==> src/rtl/prn_reclaim_queue_pkg.sv <==
// Shared types and sizes for the PRN reclaim queue and its rename-side consumer.
package prn_reclaim_queue_pkg;

  localparam int unsigned PRN_BITS     = 6;
  localparam int unsigned MAX_OPERANDS = 3;
  localparam int unsigned DEPTH        = 16;
  localparam int unsigned RETIRE_WIDTH = 2;
  localparam int unsigned FREE_SLOTS   = MAX_OPERANDS * RETIRE_WIDTH;
  localparam int unsigned IDX_W        = $clog2(DEPTH);
  localparam int unsigned PTR_W        = IDX_W + 1;

  typedef struct packed {
    logic [MAX_OPERANDS-1:0]               prn_valid;
    logic [MAX_OPERANDS-1:0][PRN_BITS-1:0] new_prn;
    logic [MAX_OPERANDS-1:0][PRN_BITS-1:0] old_prn;
  } reclaim_entry_t;

  typedef enum logic {
    ST_IDLE = 1'b0,
    ST_WALK = 1'b1
  } rq_state_e;

endpackage

==> src/rtl/prn_reclaim_queue.sv <==
// In-order PRN bookkeeping queue: frees stale PRNs at commit and squashed
// allocations on a flush walk, onto the rename stage's free bus.
module prn_reclaim_queue
  import prn_reclaim_queue_pkg::*;
(
  input  logic                                  clk,
  input  logic                                  rst,
  input  logic                                  alloc_valid_i,
  output logic                                  alloc_ready_o,
  input  logic [MAX_OPERANDS-1:0]               alloc_prn_valid_i,
  input  logic [MAX_OPERANDS-1:0][PRN_BITS-1:0] alloc_new_prn_i,
  input  logic [MAX_OPERANDS-1:0][PRN_BITS-1:0] alloc_old_prn_i,
  output logic [IDX_W-1:0]                      alloc_tag_o,
  input  logic [1:0]                            commit_count_i,
  input  logic                                  flush_i,
  output logic [FREE_SLOTS-1:0]                 free_valid_o,
  output logic [FREE_SLOTS-1:0][PRN_BITS-1:0]   free_prns_o,
  output logic [PTR_W-1:0]                      occupancy_o,
  output logic                                  walking_o
);

  rq_state_e                            state_q;
  logic [PTR_W-1:0]                     head_q, head_d;
  logic [PTR_W-1:0]                     tail_q, tail_d;
  logic [PTR_W-1:0]                     occ;
  logic [PTR_W-1:0]                     commit_n;
  logic [PTR_W-1:0]                     walk_n;
  logic [1:0]                           cnt_req;
  logic                                 enq;
  logic [FREE_SLOTS-1:0]                free_valid_q, free_valid_d;
  logic [FREE_SLOTS-1:0][PRN_BITS-1:0]  free_prns_q, free_prns_d;
  reclaim_entry_t                       mem_q [DEPTH];

  assign occ           = tail_q - head_q;
  assign alloc_ready_o = !rst && (state_q == ST_IDLE) && (occ < PTR_W'(DEPTH));
  assign enq           = alloc_valid_i && alloc_ready_o && !flush_i;
  assign alloc_tag_o   = tail_q[IDX_W-1:0];
  assign occupancy_o   = occ;
  assign walking_o     = (state_q == ST_WALK);
  assign free_valid_o  = free_valid_q;
  assign free_prns_o   = free_prns_q;

  // A request of 3 saturates to the retire width; never release past the tail.
  assign cnt_req  = (commit_count_i == 2'd3) ? 2'd2 : commit_count_i;
  assign commit_n = (PTR_W'(cnt_req) > occ) ? occ : PTR_W'(cnt_req);
  assign walk_n   = (occ > PTR_W'(RETIRE_WIDTH)) ? PTR_W'(RETIRE_WIDTH) : occ;

  // Slot packer and pointer update: commit pops oldest-first, walk pops youngest-first.
  always_comb begin
    free_valid_d = '0;
    free_prns_d  = '0;
    head_d       = head_q;
    tail_d       = tail_q;
    if (state_q == ST_IDLE) begin
      for (int k = 0; k < RETIRE_WIDTH; k++) begin
        if (PTR_W'(k) < commit_n) begin
          for (int j = 0; j < MAX_OPERANDS; j++) begin
            if (mem_q[IDX_W'(head_q + PTR_W'(k))].prn_valid[j]) begin
              free_valid_d[k*MAX_OPERANDS+j] = 1'b1;
              free_prns_d[k*MAX_OPERANDS+j]  = mem_q[IDX_W'(head_q + PTR_W'(k))].old_prn[j];
            end
          end
        end
      end
      head_d = head_q + commit_n;
      tail_d = tail_q + PTR_W'(enq);
    end else begin
      for (int k = 0; k < RETIRE_WIDTH; k++) begin
        if (PTR_W'(k) < walk_n) begin
          for (int j = 0; j < MAX_OPERANDS; j++) begin
            if (mem_q[IDX_W'(tail_q - PTR_W'(k + 1))].prn_valid[j]) begin
              free_valid_d[k*MAX_OPERANDS+j] = 1'b1;
              free_prns_d[k*MAX_OPERANDS+j]  = mem_q[IDX_W'(tail_q - PTR_W'(k + 1))].new_prn[j];
            end
          end
        end
      end
      tail_d = tail_q - walk_n;
    end
  end

  always_ff @(posedge clk) begin
    if (rst) begin
      state_q      <= ST_IDLE;
      head_q       <= '0;
      tail_q       <= '0;
      free_valid_q <= '0;
      free_prns_q  <= '0;
    end else begin
      head_q       <= head_d;
      tail_q       <= tail_d;
      free_valid_q <= free_valid_d;
      free_prns_q  <= free_prns_d;
      case (state_q)
        ST_IDLE: if (flush_i && (tail_d != head_d)) state_q <= ST_WALK;
        ST_WALK: if (tail_d == head_q) state_q <= ST_IDLE;
        default: state_q <= ST_IDLE;
      endcase
    end
  end

  // Entry storage needs no reset: only slots between head and tail are ever read.
  always_ff @(posedge clk) begin
    if (enq) begin
      mem_q[IDX_W'(tail_q)] <= '{prn_valid: alloc_prn_valid_i,
                                 new_prn:   alloc_new_prn_i,
                                 old_prn:   alloc_old_prn_i};
    end
  end

endmodule
==> config.mk <==
export PLATFORM = sky130hd
export DESIGN_NAME = prn_reclaim_queue
export DESIGN_NICKNAME = d
export VERILOG_FILES = /design/src/rtl/prn_reclaim_queue_pkg.sv /design/src/rtl/prn_reclaim_queue.sv
export SDC_FILE = /design/constraint.sdc
export NUM_CORES = 1
export LEC_CHECK = 0
export ABC_CLOCK_PERIOD_IN_PS = 7800
export CORE_UTILIZATION = 50
export CTS_CLUSTER_DIAMETER = 200
export DETAILED_ROUTE_END_ITERATION = 12
export GPL_ROUTABILITY_DRIVEN = 0
export PLACE_DENSITY = 0.73
export SYNTH_ARGS = -nofsm -noshare
export SYNTH_HDL_FRONTEND = slang
export SYNTH_SLANG_ARGS = --single-unit
==> constraint.sdc <==
create_clock -name clk -period 7.8 [get_ports clk]
set_input_delay 1.56 -clock clk [delete_from_list [all_inputs] [get_ports clk]]
set_output_delay 1.56 -clock clk [all_outputs]
set_load 0.05 [all_outputs]
==> qor.tcl <==
set qor(finalWorstPathRequiredPeriod_ns) 5.44
set qor(grt-ovfl-total) 0
set qor(drcViolationCount) 0
set qor(place.port_buffers) 97
set qor(drive_above_1_share_pct) 34.7
set qor(achievable_clock_frequency_ghz) 0.184
set qor(antenna_cells_inserted) 0
set qor(cts-buffers-inserted) 72
set qor(dr_total_vias) 17500
set qor(pwr_density_cell_nw_per_um2) 382
set qor(crit_buf_inv) 2
set qor(reg_to_reg_end) {walking_o}
set qor(cp_data_arrival_time_ns) 3.88
set qor(routedWlPerCell_um) 31.1
set qor(wl_um) 81400
set qor(clk_path_buf_depth) 3
set qor(worstSetupPathDepth) 7
set qor(crit_path_max_fanout) 26
set qor(cp_slowest_stage_delay_ns) 1.04
set qor(max_cap_violations) 0
set qor(clk_pin_slew_worst_setup_hold_paths_ns) 0.06
set qor(holdCritPathClass) {reg2reg}
set qor(chipHeight_um) 254
set qor(hold_viol) 0
set qor(critPathCaptureType) {primary output}
set qor(detailedRoute.firstPassIterationCount) 5
set qor(timing.clock.skew_ns) 0.0240
set qor(cts_tree) {built}
set qor(avgSynthCellArea_um2) 19.8
set qor(worstHoldEndpoint) {head_q[4]}
set qor(initial_standard_cell_utilization_of_the_core_pct) 50.5
set qor(detail_route.iter0.violations) 2025
set qor(post_cts_resize_count) 0
set qor(startpoint) {head_q[3]}
set qor(critical_path.reg2reg.startpoint) {head_q[1]}
set qor(finalNetCount) 1781
set qor(chip_width_um) 254
set qor(holdWs_ns) 0.718
set qor(fp.dieArea_um2) 64600
set qor(routed_via_density) 6.69
set qor(regToRegSetupSlack_ns) 2.53
set qor(ys_seq_elements) 677
set qor(whs_path_depth) 2
set qor(instances_no_fill) 2615
set qor(placed_area_um2) 33800
set qor(ys.flop_type) {sky130_fd_sc_hd__edfxtp_1}
set qor(insertion_delay_ns) 0.62
set qor(worstRegToRegCells) 17
set qor(cp.required_ns) 6.24
set qor(cellLeakagePower_nw) 11.3
set qor(htreeDepth) 3
set qor(grt_pass1_vias) 18100
set qor(number_of_antenna_violations_at_the_first_check_in_global_routing) 2
set qor(layout.cells.most_common) {sky130_fd_sc_hd__edfxtp_1}
set qor(total_of_hold_buffers_inserted_after_clock_tree_synthesis) 0
set qor(maxSlewViolCount) 0
set qor(sort_of_element_at_the_start_of_the_critical_path) {flip-flop}
set qor(detailedPlacementHpwl_um) 49000
set qor(finalSetupViolations) 0
set qor(syn_to_final_growth_pct) 14.5
set qor(status) {finished, final reports clean}
set qor(maxSlewHeadroom_pct) 13.7
set qor(cell_count_after_synthesis) 1606
set qor(rsz0062_at_grt) {false}
set qor(period_share_pct) 69.7
set qor(vdd.ir_drop.worst_v) 0.000360
set qor(clock_sink_count) 677
set qor(netlist_area_um2) 31800
set qor(async_flop_share_pct) 0
set qor(synth-warning-count) 0
set qor(fp-row-count) 92
set qor(cp_cell_sequence) {inv_1 -> ha_1 -> a21oi_1 -> and2_2 -> xnor2_2 -> nor3_1 -> clkdlybuf4s50_1}
set qor(grt_start_max_net_pins) 68
set qor(critPathKind) {reg2out}
set qor(tns_ns) 0
set qor(cts.root.buffer_cell) {sky130_fd_sc_hd__clkbuf_16}
set qor(critPathTopFamily) {buffers and inverters}
set qor(final_cell_area_um2) 36400
set qor(post_synthesis_sequential_area_ratio_pct) 62.3
set qor(track_usage_pct) 26.1
set qor(post_cts_setup_bufs) 0
set qor(netlist-cell-type-count) 47
set qor(report.power.total_mw) 13.9
set qor(most-common-layout-cells) {sky130_fd_sc_hd__edfxtp_1 (624), sky130_fd_sc_hd__mux4_2 (378), sky130_fd_sc_hd__clkdlybuf4s50_1 (97)}
set qor(hold_start) {head_q[4]}
set qor(grt_pass1_wl_um) 120000
set qor(synth_edf_count) 624
set qor(core_area_um2) 63000
set qor(io_pins) 98
set qor(slowest_stage) {sky130_fd_sc_hd__dfxtp_2}
set qor(worst-slew-pin-transition_ns) 1.27
set qor(post-place-cells) 2484
set qor(route.antenna.remaining_nets) 0
==> worst min-delay path: cells and delay by family (launching register included) <==
family	cells	cell delay, ns
xor+xnor	1	0.19
flops	1	0.39
simple gates	1	0.10
==> worst max path at each step <==
stage	to	slack (ns)
CTS	alloc_ready_o	2.35
detailed placement	walking_o	2.24
floorplan	mem_q[1][0]	0.48
global placement	walking_o	2.46
finish	alloc_ready_o	2.36
global route	walking_o	2.21
==> kinds of logic after synthesis <==
logic type	after synthesis	share of synthesized area (%)
AOI/OAI and AO/OA	123	2.30
xor gates and xnor gates	25	0.760
adders and majority gates	24	1.02
buffers and inverters	168	2.38
DFF	677	62.3
muxes	452	29.2
other	1	0.0118
and+or+nand+nor	136	1.99
==> per-stage QoR <==
step           setup WS [ns]  util (%)
2_1_floorplan          0.479         -
3_3_place_gp            2.46      53.7
3_5_place_dp            2.24      53.7
4_1_cts                 2.35      57.8
5_1_grt                 2.21      57.8
6_report                2.36      57.8
==> where the power goes <==
group          total (mW)  internal [mW]  switching (mW)
sequential           4.40           4.12           0.275
combinational        5.85           2.64            3.21
clock                3.65           2.22            1.43
==> per-layer routing <==
metal	vias up	global-route usage [%]	part of all wire (%)
li1	7033	-	-
met4	4	9.91	3.9
met1	9334	35.2	38
met3	185	6.32	9.7
met2	930	41.3	48
met5	-	0	0.026
==> state kept, by name (all words and copies together), names as in the netlist <==
signal,cells
free_prns_o,36
walking_o,1
mem_q,624
head_q,5
free_valid_o,6
tail_q,5
==> final cells by class <==
| cell class | instances | area [um2] |
|---|---|---|
| Multi-Input combinational cell | 762 | 11400 |
| Tap cell | 846 | 1060 |
| Clock inverter | 42 | 500 |
| Timing Repair Buffer | 144 | 1320 |
| Fill cell | 4538 | 26600 |
| Sequential cell | 677 | 19800 |
| Clock buffer | 89 | 2060 |
| Inverter | 55 | 206 |
==> Yosys cell counts, drive strengths merged (26+ instances only) <==
cell type	number	area (um2)
a21oi	46	230
nand2	69	259
mux4	378	8510
edfxtp	624	18700
mux2	26	297
buf	77	413
inv	55	206
mux2i	48	480
o22ai	36	225
clkbuf	36	136
dfxtp	53	1060
(Power assumes the default switching activity.)
